### src/rtl/zif_seq_pkg.sv
// Shared types and constants for the command sequencer slice.
// Holds the FSM state encoding, the queue entry layout and the
// microsecond-to-cycle conversion used when arming the settle delay.
package zif_seq_pkg;

  // Oscillator cycles per microsecond (24 MHz osc).
  localparam int unsigned CYCLES_PER_US = 24;

  // Largest delay that fits the 16-bit settle counter at 24 cycles/us;
  // anything longer is clipped to 65535 cycles.
  localparam int unsigned MAX_DELAY_US = 2730;

  localparam int DELAY_CNT_WIDTH = 16;

  // Field widths of a queued command. The queue storage is built from
  // these, so the top-level width parameters must match them.
  localparam int SEQ_CMD_W = 4;
  localparam int SEQ_ARG_W = 8;
  localparam int SEQ_DLY_W = 12;

  typedef enum logic [1:0] {
    RESYNC,
    IDLE,
    WAIT_DONE,
    DELAY
  } seq_state_t;

  typedef struct packed {
    logic [SEQ_CMD_W-1:0] cmd;
    logic [SEQ_ARG_W-1:0] arg;
    logic [SEQ_DLY_W-1:0] delay_us;
  } cmd_entry_t;

  localparam int ENTRY_W = $bits(cmd_entry_t);

  // Settle time in osc cycles, saturated to the counter range.
  function automatic logic [DELAY_CNT_WIDTH-1:0] settle_cycles(
    input logic [SEQ_DLY_W-1:0] us,
    input int unsigned          cyc_per_us
  );
    logic [31:0] prod;
    prod = 32'(us) * 32'(cyc_per_us);
    if (prod > 32'((1 << DELAY_CNT_WIDTH) - 1)) begin
      return '1;
    end
    return prod[DELAY_CNT_WIDTH-1:0];
  endfunction

endpackage

### src/rtl/zif_cmd_fifo.sv
// Command queue: synchronous FIFO of packed command entries with flush.
// Latency: an entry pushed on edge k is visible at the head after edge k.
// Backpressure: pushes while full are ignored; the caller reports overflow.
// Ports: clk/rst, push/push_dat, pop, flush, head (combinational read of
// the oldest entry), full, empty, level (occupancy 0..DEPTH).
module zif_cmd_fifo #(
  parameter int DEPTH = 4,
  parameter int W     = zif_seq_pkg::ENTRY_W
) (
  input  logic                       clk,
  input  logic                       rst,
  input  logic                       push,
  input  logic [W-1:0]               push_dat,
  input  logic                       pop,
  input  logic                       flush,
  output logic [W-1:0]               head,
  output logic                       full,
  output logic                       empty,
  output logic [$clog2(DEPTH):0]     level
);

  localparam int PTR_W = $clog2(DEPTH);
  localparam logic [PTR_W-1:0] PTR_ONE  = PTR_W'(1);
  localparam logic [PTR_W:0]   CNT_ONE  = (PTR_W + 1)'(1);
  localparam logic [PTR_W:0]   CNT_FULL = (PTR_W + 1)'(DEPTH);

  logic [W-1:0]     mem [DEPTH];
  logic [PTR_W-1:0] wr_ptr;
  logic [PTR_W-1:0] rd_ptr;
  logic [PTR_W:0]   count;
  logic             do_push;
  logic             do_pop;

  assign full  = (count == CNT_FULL);
  assign empty = (count == '0);
  assign level = count;
  assign head  = mem[rd_ptr];

  // Flush wins over a same-cycle push, so the pushed entry is lost too.
  assign do_push = push & ~full & ~flush;
  assign do_pop  = pop & ~empty & ~flush;

  always_ff @(posedge clk) begin
    if (do_push) begin
      mem[wr_ptr] <= push_dat;
    end
  end

  // Pointers wrap naturally because DEPTH is a power of two.
  always_ff @(posedge clk or posedge rst) begin
    if (rst) begin
      wr_ptr <= '0;
      rd_ptr <= '0;
      count  <= '0;
    end else if (flush) begin
      wr_ptr <= '0;
      rd_ptr <= '0;
      count  <= '0;
    end else begin
      if (do_push) begin
        wr_ptr <= wr_ptr + PTR_ONE;
      end
      if (do_pop) begin
        rd_ptr <= rd_ptr + PTR_ONE;
      end
      case ({do_push, do_pop})
        2'b10:   count <= count + CNT_ONE;
        2'b01:   count <= count - CNT_ONE;
        default: count <= count;
      endcase
    end
  end

endmodule

### src/rtl/zif_cmd_sequencer.sv
// Queues bottom-half commands and issues them one at a time to the worker
// over a toggle run/done handshake, then waits a programmable settle time.
// Latency: push at edge k into an empty queue with FSM idle issues at k+1.
// Backpressure: push_ready low when full; a push while full is dropped and
// sets the sticky overflow flag.
// Ports: osc/rst; push_valid/push_cmd/push_arg/push_delay_us/push_ready;
// flush, clr_ovf; cmd_nr/cmd_arg/run_flag to the worker, done_flag back;
// busy, level, overflow status.
module zif_cmd_sequencer #(
  parameter int          QUEUE_DEPTH    = 4,
  parameter int          CMD_WIDTH      = zif_seq_pkg::SEQ_CMD_W,
  parameter int          ARG_WIDTH      = zif_seq_pkg::SEQ_ARG_W,
  parameter int unsigned CYCLES_PER_US  = zif_seq_pkg::CYCLES_PER_US,
  parameter int          DELAY_US_WIDTH = zif_seq_pkg::SEQ_DLY_W
) (
  input  logic                           osc,
  input  logic                           rst,
  input  logic                           push_valid,
  input  logic [CMD_WIDTH-1:0]           push_cmd,
  input  logic [ARG_WIDTH-1:0]           push_arg,
  input  logic [DELAY_US_WIDTH-1:0]      push_delay_us,
  output logic                           push_ready,
  input  logic                           flush,
  input  logic                           clr_ovf,
  output logic [CMD_WIDTH-1:0]           cmd_nr,
  output logic [ARG_WIDTH-1:0]           cmd_arg,
  output logic                           run_flag,
  input  logic                           done_flag,
  output logic                           busy,
  output logic [$clog2(QUEUE_DEPTH):0]   level,
  output logic                           overflow
);

  import zif_seq_pkg::*;

  localparam logic [DELAY_CNT_WIDTH-1:0] CNT_ONE = DELAY_CNT_WIDTH'(1);

  seq_state_t                  state;
  seq_state_t                  state_d;
  cmd_entry_t                  push_entry;
  cmd_entry_t                  head;
  logic                        q_full;
  logic                        q_empty;
  logic                        issue;
  logic                        load_cnt;
  logic [DELAY_US_WIDTH-1:0]   dly_us;
  logic [DELAY_CNT_WIDTH-1:0]  dly_cnt;

  assign push_entry = '{cmd: push_cmd, arg: push_arg, delay_us: push_delay_us};

  zif_cmd_fifo #(
    .DEPTH (QUEUE_DEPTH),
    .W     (ENTRY_W)
  ) u_fifo (
    .clk      (osc),
    .rst      (rst),
    .push     (push_valid),
    .push_dat (push_entry),
    .pop      (issue),
    .flush    (flush),
    .head     (head),
    .full     (q_full),
    .empty    (q_empty),
    .level    (level)
  );

  // Gated by rst so the bus decoder never sees a ready queue while the
  // block is held in reset; busy likewise reads 0 during reset.
  assign push_ready = ~rst & ~q_full;
  assign busy       = ~rst & ((state != IDLE) | ~q_empty);

  // The worker's done flag arrives already in the osc domain, so the
  // handshake compares it directly: the worker is running while
  // run_flag and done_flag differ.
  always_ff @(posedge osc or posedge rst) begin
    if (rst) begin
      state <= RESYNC;
    end else begin
      state <= state_d;
    end
  end

  always_comb begin
    state_d  = state;
    issue    = 1'b0;
    load_cnt = 1'b0;
    unique case (state)
      // A worker can still be finishing a command from before reset;
      // hold off until its done flag agrees with our run flag.
      RESYNC: begin
        if (done_flag == run_flag) begin
          state_d = IDLE;
        end
      end
      IDLE: begin
        if (!q_empty && !flush) begin
          issue   = 1'b1;
          state_d = WAIT_DONE;
        end
      end
      WAIT_DONE: begin
        if (done_flag == run_flag) begin
          if (dly_us == '0) begin
            state_d = IDLE;
          end else begin
            load_cnt = 1'b1;
            state_d  = DELAY;
          end
        end
      end
      DELAY: begin
        if (dly_cnt == '0) begin
          state_d = IDLE;
        end
      end
      default: state_d = RESYNC;
    endcase
  end

  always_ff @(posedge osc or posedge rst) begin
    if (rst) begin
      cmd_nr   <= '0;
      cmd_arg  <= '0;
      run_flag <= 1'b0;
      dly_us   <= '0;
      dly_cnt  <= '0;
    end else begin
      if (issue) begin
        cmd_nr   <= head.cmd;
        cmd_arg  <= head.arg;
        dly_us   <= head.delay_us;
        run_flag <= ~run_flag;
      end
      // Loaded with N-1 so the FSM spends exactly N cycles in DELAY,
      // leaving on the edge that sees the counter at zero.
      if (load_cnt) begin
        dly_cnt <= settle_cycles(dly_us, CYCLES_PER_US) - CNT_ONE;
      end else if (state == DELAY && dly_cnt != '0) begin
        dly_cnt <= dly_cnt - CNT_ONE;
      end
    end
  end

  // Set has priority over clear; a push while full flags overflow even if
  // an entry leaves the queue on the same edge.
  always_ff @(posedge osc or posedge rst) begin
    if (rst) begin
      overflow <= 1'b0;
    end else if (push_valid && q_full) begin
      overflow <= 1'b1;
    end else if (clr_ovf) begin
      overflow <= 1'b0;
    end
  end

endmodule

### config.mk
export PLATFORM = sky130hd
export DESIGN_NAME = zif_cmd_sequencer
export DESIGN_NICKNAME = d
export VERILOG_FILES = /design/src/rtl/zif_seq_pkg.sv /design/src/rtl/zif_cmd_fifo.sv /design/src/rtl/zif_cmd_sequencer.sv
export SDC_FILE = /design/constraint.sdc
export NUM_CORES = 1
export LEC_CHECK = 0
export ABC_AREA = 1
export ABC_CLOCK_PERIOD_IN_PS = 3500
export CAP_MARGIN = 20
export CORE_MARGIN = 2
export CORE_UTILIZATION = 50
export DETAILED_ROUTE_END_ITERATION = 8
export GPL_TIMING_DRIVEN = 0
export PLACE_DENSITY = 0.8
export SYNTH_ARGS = -nofsm -noshare
export SYNTH_HDL_FRONTEND = slang
export SYNTH_HIERARCHICAL = 1
export SYNTH_SLANG_ARGS = --single-unit
### constraint.sdc
create_clock -name osc -period 3.5 [get_ports osc]
set_clock_uncertainty 0.1 [all_clocks]
set_input_delay 0.35 -clock osc [delete_from_list [all_inputs] [get_ports osc]]
set_output_delay 0.35 -clock osc [all_outputs]
set_load 0.005 [all_outputs]
==> summary.md <==
| Metric | Value |
|---|---|
| Status | `completed` |
| Core area | `14000 um2` |
| Sequential element share of the synthesized area | `0.575` |
| Number of primary I/O pins | `49` |
| Net total in the final layout | `895` |
| Maximum buffer depth of the clock tree | `2` |
| Final hold slack | `164 ps` |
| Die extent in y | `124 um` |
| Antenna diode count | `0` |
| Netlist area before placement | `7230 um2` |
| Type of the setup path with the least slack | `reg2reg` |
| Horiz. Die Dim | `124 um` |
| Antenna-violating nets left | `0` |
| Starting Density | `0.517` |
| Layout overhead on the synthesized area | `19.0%` |
| Initial antenna violation count | `0` |
| Iteration-0 DRC count of the detailed router | `390` |
| Combinational family with the most area after synthesis | `simple AND/OR/NAND/NOR gates` |
| TritonCTS buffer count | `17` |
| Synthesized Nets | `823` |
| Wire per inst | `15.7 um` |
| Yosys warnings | `6` |
| Remaining Overflow, GRT | `0` |
| Number of synthesized register bits | `147` |
| Vias after detailed routing | `5492` |
| Via count of the first global-routing pass | `5582` |
| Multi-input combinational cell area | `2680 um2` |
| Worst-Margin Slew | `868 ps` |
| Die Outline Area | `15400 um2` |
| Post-synthesis xor/xnor area fraction | `0.0144` |
| Final-layout fill cell count | `1111` |
| Static leakage | `3.71 nW` |
| Fin. Hold Viols | `0` |
| Detail Route met2 WL | `8010 um` |
| Maximum frequency from static timing analysis | `323 MHz` |
| # port buffers | `48` |
| Number of maximum-capacitance violations | `0` |
| Met3 routed wirelength | `923 um` |
| Worst rel slew slack | `0.421` |
| Share of synthesized registers carrying an async set or reset | `0.347` |
| Fin crit share | `0.884` |
| Number of synthesized flops with an enable pin | `96` |
| Max IR drop VDD | `0.497 mV` |
| Routability cong. | `0.894` |
| Worst hold-check path type | `in2async` |
| Critical Path Most Common Cell | `sky130_fd_sc_hd__nand2_1` |
| Share of synthesized area spent on multiplexers | `0` |
| Compound-Gate Fraction of Synth Area | `0.0920` |
| Simple-gate area share of the yosys netlist | `0.207` |
| First-pass GRT wire length | `26200 um` |
| Clock tree root driver cell | `sky130_fd_sc_hd__clkbuf_16` |
| Max layer used | `met4` |
| Pin count of the biggest net entering global routing | `26` |
| Global-route usage over all layers | `0.214` |
| TritonCTS clock tree | `done` |
| Total power | `6.82 mW` |
| Clock sink count | `147` |
| Max FO, Critical Path | `11` |
| Data arrival time at the worst-slack endpoint | `3310 ps` |
| CP Capture Type | `flop` |
| Fraction of layout cells with a size suffix above 1 | `0.0862` |
| Length of the first detailed-routing pass in iterations | `5` |
| Final Slew Violations | `0` |
| Post-synth top flop | `sky130_fd_sc_hd__edfxtp_1` |
| Leading cell type in the layout, fill and taps excluded | `sky130_fd_sc_hd__nand2_1` |
| Count of endpoints failing setup in the final report | `0` |
| Cell variety after synth | `39` |
| Most frequent cells in the layout | `sky130_fd_sc_hd__nand2_1, sky130_fd_sc_hd__edfxtp_1, sky130_fd_sc_hd__inv_1, sky130_fd_sc_hd__o21ai_0, sky130_fd_sc_hd__nor2_1` |
| Cell Rows | `43` |
| Deepest level of the CTS H-tree | `4` |
| Routed met1 length | `6760 um` |
| RSZ-0062 raised after global routing | `no` |
| Required time reported for the critical path endpoint | `3710 ps` |
| Peak per-stage delay on the critical path | `420 ps` |
| Clock insertion delay at the later pin of the skew report | `430 ps` |
| Slowest cell on crit path | `sky130_fd_sc_hd__dfrtp_1` |
| Area of all sequential standard cells | `4160 um2` |
| Clock transition time at the flip-flop clock pins of the worst setup and hold paths | `70 ps` |
| DRT Wirelength | `16100 um` |
| CP Buf/Inv Count | `6` |
| DRC Markers | `0` |
| Shortest clock period the worst path allows after layout | `3090 ps` |
| Average cell area after synthesis | `9.49 um2` |
| HPWL Detailed | `11100 um` |
| Gate family responsible for the most delay along the worst path | `buffers and inverters` |
| Startpoint kind of the worst setup timing path | `flop` |
| Power per standard cell area | `792 nW/um2` |
| Average via count per standard cell | `5.35` |
| Cells after synthesis | `762` |
| Arithmetic-cell share of the synthesized area counting full adders, half adders and majority gates | `0.0557` |
| Critical path cell sequence | `inv_1 -> ha_1 -> inv_1 -> nor3_1 -> clkbuf_1 -> clkbuf_2 -> nand2_2 -> nor2_2 -> nand2_1 -> inv_1 -> fa_1 -> xnor2_1 -> inv_1 -> nand2_1 -> nand2_1 -> nand2_1 -> nand2_1` |
area by class of cell:
type                    count  area share
flip-flops and latches    147       0.483
multi-input cells         510       0.311
repair buffers             53      0.0651
clock buffers              18      0.0498
inverters                  82      0.0359
well taps                 180      0.0262
clock inverters            14      0.0176
plain buffers              23      0.0112
repair_timing:
item | in CTS | in global routing
endpoints found under the hold margin | 0 | 0
buffers inserted | 0 | 0
setup endpoints to repair | 0 | 1
resized for setup | 0 | 1
hold buffers | 0 | 0
kinds of logic (layout without fill, tap and decap cells):
family          count (synthesis)  after routing
flops                         147            147
fa+ha+maj                      31             31
xor+xnor                       11             11
buf+inv                       105            190
compound gates                122            122
simple gates                  346            346
state kept, by name, summed over array words and instances, names as in the netlist:
signal,count
run_flag,1
overflow,1
dly_us,12
state,2
cmd_nr,4
u_fifo/rd_ptr,2
u_fifo/level,3
u_fifo/mem,96
cmd_arg,8
u_fifo/wr_ptr,2
dly_cnt,16
metal layers:
| layer | global-route usage | vias to the layer above |
|---|---|---|
| met5 | 0 | - |
| met4 | 0.0998 | 0 |
| met3 | 0.0511 | 42 |
| met2 | 0.361 | 189 |
| met1 | 0.259 | 2578 |
| li1 | - | 2683 |
cell usage after synthesis, drive strengths merged, types with 2 or more instances:
library cell	count	area, um2
nand3	36	203
a21oi	9	48.8
edfxtp	96	2880
xnor2	7	68.8
xor2	4	35.0
nand4	13	81.3
o21ai	83	423
nand2	206	811
a31oi	2	12.5
nor2	84	354
nand3b	4	30.0
buf	6	31.3
clkbuf	17	63.8
fa	2	40.0
or2	2	12.5
dfrtp	51	1280
o22ai	24	150
ha	29	363
inv	81	304
stage by stage:
| step | cell area [um2] | TNS (ps) | util | cells | setup slack (ps) |
|---|---|---|---|---|---|
| after floorplan | 7230 | 0 | - | 762 | 875 |
| after global placement | 7940 | -2160 | 0.567 | 990 | -66.7 |
| after detailed placement | 8030 | -0.252 | 0.574 | 995 | -0.252 |
| after CTS | 8610 | 0 | 0.615 | 1027 | 208 |
| after global routing | 8610 | 0 | 0.615 | 1027 | 151 |
| final | 8610 | 0 | 0.615 | 1027 | 406 |
where the power goes:
part	switching, mW	internal [mW]	total, mW
clock network	0.737	1.06	1.79
registers	0.207	2.18	2.38
logic	1.64	1.00	2.64
final timing paths:
kind                                   startpoint                      endpoint  slack, ps  cells past startpoint
max in group asynchronous                     rst         dly_us[6]$_DFFE_PP0P_       2570                      3
hold reg to reg            cmd_arg[3]$_DFFE_PP0P_        cmd_arg[3]$_DFFE_PP0P_        370                      2
min in group osc           cmd_arg[3]$_DFFE_PP0P_        cmd_arg[3]$_DFFE_PP0P_        370                      2
setup / recovery             state[1]$_DFFE_PP0P_   u_fifo/level[2]$_DFFE_PP0P_        410                     17
hold / removal                                rst  u_fifo/wr_ptr[1]$_DFFE_PP0P_        160                      2
setup reg to reg             state[1]$_DFFE_PP0P_   u_fifo/level[2]$_DFFE_PP0P_        410                     17
(Power assumes the default switching activity.)
==> variant 1, RTL diff (config.mk and constraints unchanged) <==
Set the parameter `QUEUE_DEPTH` to 16 (it was 4).
--- a/src/rtl/zif_cmd_sequencer.sv
+++ b/src/rtl/zif_cmd_sequencer.sv
@@ -9,3 +9,3 @@
 module zif_cmd_sequencer #(
-  parameter int          QUEUE_DEPTH    = 4,
+  parameter int          QUEUE_DEPTH    = 16,
   parameter int          CMD_WIDTH      = zif_seq_pkg::SEQ_CMD_W,
Interface: changed (resized level); port bits go from 49 to 51. No check against the original RTL was run, so the function may have changed too.
==> variant 1 against the unedited design <==
- area after synthesis increased to 2.8 times the old value
- routed wire length rose to 3.6 times the old value
- sequential cell count rose by 294
- worst setup slack got worse by 0.091 ns
- power rose by 120%
- critical path depth rose by 2
- highest routed layer unchanged
- design area grew to 2.7 times the old value
==> variant 1: results (changes against the unedited design) <==
Outcome:
- The flow ran to the end, and the final reports show no timing, DRC or antenna violations.

Logic synthesis:
- The area share of fa/ha/maj cells after synthesis came to 2.27% (-3.3 points).
- The xor and xnor area share after synthesis is 0.438% (-1.0 points).
- The post-synthesis net count is 1867 (+130%).
- Sorting the synthesized cells by area gives the leading types as sky130_fd_sc_hd__edfxtp_1 58%, sky130_fd_sc_hd__dfrtp_1 7.1%, sky130_fd_sc_hd__nand2_1 6.2%.
- The post-synthesis average cell area is 11.1 µm² (+17%).
- The register area share after synthesis is 64.8% (+7.3 points).
- The compound-gate portion of the synthesized area came to 11.0% (+1.8 points).

Place:
- The cell area after placement is 0.0217 mm² (+170%).
- The detailed-placement wirelength estimate was 37.4 mm (+240%).
- The cell count after placement is 2394 (+140%).
- The number of port buffers is 50 (+4.2%).

Layout:
- The net total in the final layout was 1982 (+120%).
- The share of layout cells above drive strength 1 is 11.6% (+3.0 points).
- The post-route cell area is 0.0231 mm² (+170%).
- In the final layout, the registers with the most flip-flops are u_fifo/mem (384), dly_cnt (16), dly_us (12).

Worst setup path:
- The worst register-to-register path ends at u_fifo/level[4].
- Among cell families on the critical path, the largest total delay comes from simple AND/OR/NAND/NOR gates.
- The end point of the critical path is u_fifo/level[4].
- The depth of the worst register-to-register path is 19 (+2).

Detailed routing:
- The wire length on met2 was 26.9 mm (+240%).
- The met3 layer wire length in the routed design was 7.19 mm (+680%).
- The routed length on met1 is 19.9 mm (+190%).
- The detail-routed via count per cell is 5.94 (+11%).

STA:
- The relative max-transition margin is 25.0% (-17 points).
- The setup slack of the critical path after layout was 0.315 ns (-0.0908 ns).

Clock network:
- The largest buffer count on any clock path is 3 (+1).

Global route:
- The global routing met2 resource utilization is 45.8% (+9.6 points).
- The met1 routing resource usage after global routing is 33.3% (+7.4 points).
- The largest net degree at the start of global routing is 33 (+27%).
- The combined global-route utilization of all metal layers came to 27.7% (+6.4 points).
- The via count of the first global-routing pass is 14600 (+160%).
- The met3 demand-to-capacity share in global routing is 6.98% (+1.9 points).

Power:
- The power density of the placed cells is 639 mW/mm² (-19%).
- The peak supply drop was 475 µV (-4.3%).
## variant 1: cell types whose count changed after synthesis, sizes merged, moves of 17 or more
cell | before | now
a21oi | 9 | 107
buf | 6 | 56
clkbuf | 17 | 34
edfxtp | 96 | 384
inv | 81 | 274
nand2 | 206 | 341
nand3 | 36 | 187
nor2 | 84 | 53
o211ai | 0 | 96
o21ai | 83 | 140
o22ai | 24 | 0
## variant 1: cell type report
type                    instances  area, µm²  share of cell area (%)
clock inverters                23        209                   0.903
diodes                          1       2.50                  0.0108
well taps                     525        657                    2.84
repair buffers                 68        946                    4.09
inverters                     275       1030                    4.47
flip-flops and latches        441      13000                    56.0
multi-input cells             996       5550                    24.0
clock buffers                  57       1200                    5.19
plain buffers                  90        596                    2.57
## variant 1: where the power goes
part	internal [mW]	switching [mW]
sequential	6.01	0.208
combinational	1.35	2.61
clock	2.59	2.02
==> variant 2, RTL diff (config.mk and constraints unchanged) <==
Made on the original files. Reset style: synchronous (`rst`), changed in 4 clocked blocks.
--- a/src/rtl/zif_cmd_fifo.sv
+++ b/src/rtl/zif_cmd_fifo.sv
@@ -49,3 +49,3 @@
   // Pointers wrap naturally because DEPTH is a power of two.
-  always_ff @(posedge clk or posedge rst) begin
+  always_ff @(posedge clk) begin
     if (rst) begin
--- a/src/rtl/zif_cmd_sequencer.sv
+++ b/src/rtl/zif_cmd_sequencer.sv
@@ -74,3 +74,3 @@
   // run_flag and done_flag differ.
-  always_ff @(posedge osc or posedge rst) begin
+  always_ff @(posedge osc) begin
     if (rst) begin
@@ -119,3 +119,3 @@
 
-  always_ff @(posedge osc or posedge rst) begin
+  always_ff @(posedge osc) begin
     if (rst) begin
@@ -145,3 +145,3 @@
   // an entry leaves the queue on the same edge.
-  always_ff @(posedge osc or posedge rst) begin
+  always_ff @(posedge osc) begin
     if (rst) begin
Check against the original RTL: differs if rst is asserted again (counterexample within 4 cycles, from zero or initial values and one cycle with rst high); with rst held inactive, the same outputs for 10 cycles.
==> variant 2 against the unedited design <==
- worst setup slack worse by 0.070 ns
- routed wire length is 3.0% higher
- count of clock-buffer cells in the layout stayed put
- area after synthesis is 1.5% higher
- die area is 1.5% higher
- fmax is 2.2% lower
- design area is 1.9% higher
- hold slack better by 0.20 ns
- non-clock buffer count is 1 higher
- sequential cell count is 2 higher
- utilization is 0.74 points lower
Power is not compared: it rests on default switching activity, and its combinational part moved more than twofold at a synthesized area within 25%.
==> variant 2: results (changes against the unedited design) <==
Outcome:
- The flow ran to the end, and the final reports show no timing, DRC or antenna violations.

Detailed routing:
- The wire length after detailed routing came to 16.6 mm (+3.0%).
- The via count came to 5587 (+1.7%).
- The wire length per cell is 16.0 µm (+2.0%).
- The count of routing violations after the opening detailed-route iteration is 454 (+16%).

Place:
- The cell area after placement is 0.00817 mm² (+1.8%).
- The final weighted congestion in routability-driven placement is 0.856 (-4.3%).
- The worst setup slack after placement is -0.0100 ns (-0.00978 ns).
- The detailed-placement wirelength estimate is 11.2 mm (+1.7%).
- The number of port buffers was 48 (unchanged).
- The cell count after placement is 1007 (+1.2%).

Logic synthesis:
- Ranked by instance count, the synthesized netlist is headed by 113 x sky130_fd_sc_hd__nand2_1, 96 x sky130_fd_sc_hd__edfxtp_1, 91 x sky130_fd_sc_hd__inv_1, 91 x sky130_fd_sc_hd__nor2_1, 82 x sky130_fd_sc_hd__o21ai_0.
- By area the synthesized netlist is led by sky130_fd_sc_hd__edfxtp_1 39%, sky130_fd_sc_hd__dfxtp_1 14%, sky130_fd_sc_hd__nand2_1 5.8%.
- The share of async-settable or async-resettable flops after synthesis is 0% (-35 points).
- The xor and xnor area share after synthesis is 1.06% (-0.38 points).
- The compound-gate portion of the synthesized area came to 14.1% (+4.9 points).
- The synthesized instance count came to 771 (+1.2%).
- The count of unique library cells instantiated by Yosys came to 45 (+15%).

STA:
- The relative max-transition margin was 45.0% (+2.9 points).

Global route:
- The met3 demand-to-capacity share in global routing is 4.84% (-0.28 points).
- The largest net degree at the start of global routing was 17 (-35%).
- The met1 routing resource usage after global routing came to 25.2% (-0.67 points).
- The global routing met2 resource utilization is 38.7% (+2.6 points).
- The global-route wire length before repair is 26.6 mm (+1.4%).

Worst setup path:
- The data arrival time of the critical path is 3.38 ns (+0.07 ns).
- The maximum fanout count along the critical path came to 13 (+2).
- The worst stage delay on the critical path came to 0.44 ns (+0.02 ns).
- The largest individual stage delay along the critical path comes from the cell sky130_fd_sc_hd__inv_1.

Power:
- Across the VDD grid, the largest voltage drop is 403 µV.
- In this run the static leakage power is 3.64 nW.

Worst hold path:
- The path class of the tightest hold or removal check is flip-flop to flip-flop.

Layout:
- The net total in the final layout is 903 (+0.89%).
- The share of layout cells above drive strength 1 came to 15.3% (+6.7 points).

Clock network:
- The CTS H-tree depth came to 4 (unchanged).
## variant 2: changes by cell type in the layout (fill, tap and decap cells not counted), moves of 9 or more
| cell | change |
|---|---|
| sky130_fd_sc_hd__a21oi_1 | +23 |
| sky130_fd_sc_hd__nor2_2 | +19 |
| sky130_fd_sc_hd__nand2_1 | -82 |
| sky130_fd_sc_hd__dfxtp_1 | +53 |
| sky130_fd_sc_hd__o22ai_1 | -20 |
| sky130_fd_sc_hd__inv_1 | +13 |
| sky130_fd_sc_hd__o22ai_2 | +20 |
| sky130_fd_sc_hd__dfrtp_1 | -51 |
| sky130_fd_sc_hd__nor2_1 | +13 |
| sky130_fd_sc_hd__nand4_1 | -9 |
## variant 2: final cells by class
cell class | count | area [µm²]
flip-flops and latches | 149 | 3940
clock buffers | 18 | 429
well taps | 184 | 230
plain buffers | 25 | 140
fillers | 1154 | 5650
inverters | 97 | 364
clock inverters | 14 | 173
repair buffers | 52 | 591
multi-input cells | 499 | 2900
## variant 2: path summary, 6_finish.rpt
path                   startpoint               to  slack, ns  depth (start not counted)
setup / recovery  u_fifo/level[1]  u_fifo/level[2]       0.34                         18
hold / removal           overflow         overflow       0.37                          2
setup reg to reg  u_fifo/level[1]  u_fifo/level[2]       0.34                         18
hold reg to reg          overflow         overflow       0.37                          2
## variant 2: critical path, delay by kind of cell (launching register included)
| kind | cells | cell delay (ns) |
|---|---|---|
| and+or+nand+nor | 10 | 1.04 |
| adders and majority gates | 2 | 0.55 |
| DFF | 1 | 0.40 |
| buffers and inverters | 6 | 0.96 |
## variant 2: cells by family after synthesis
kind of cell,count (synthesis)
and+or+nand+nor,297
AOI/OAI and AO/OA,162
DFF,149
buffers and inverters,123
adders and majority gates,32
xor gates and xnor gates,8
## variant 2: routing by layer
metal | vias up | wire length [µm]
met5 | - | 0
met4 | 0 | 347
met3 | 38 | 1020
met2 | 212 | 8460
met1 | 2615 | 6770
li1 | 2722 | -
## variant 2: what timing repair did
item | 4_1_cts | 5_1_grt
gates resized for setup | 0 | 0
hold endpoints to repair | 0 | 0
setup endpoints to repair | 0 | 1
hold buffers | 0 | 0
## variant 2: power breakdown
part	total (mW)	internal (mW)	switching, mW
sequential	2.01	1.95	0.0577
clock	1.87	1.13	0.743
combinational	1.20	0.472	0.728
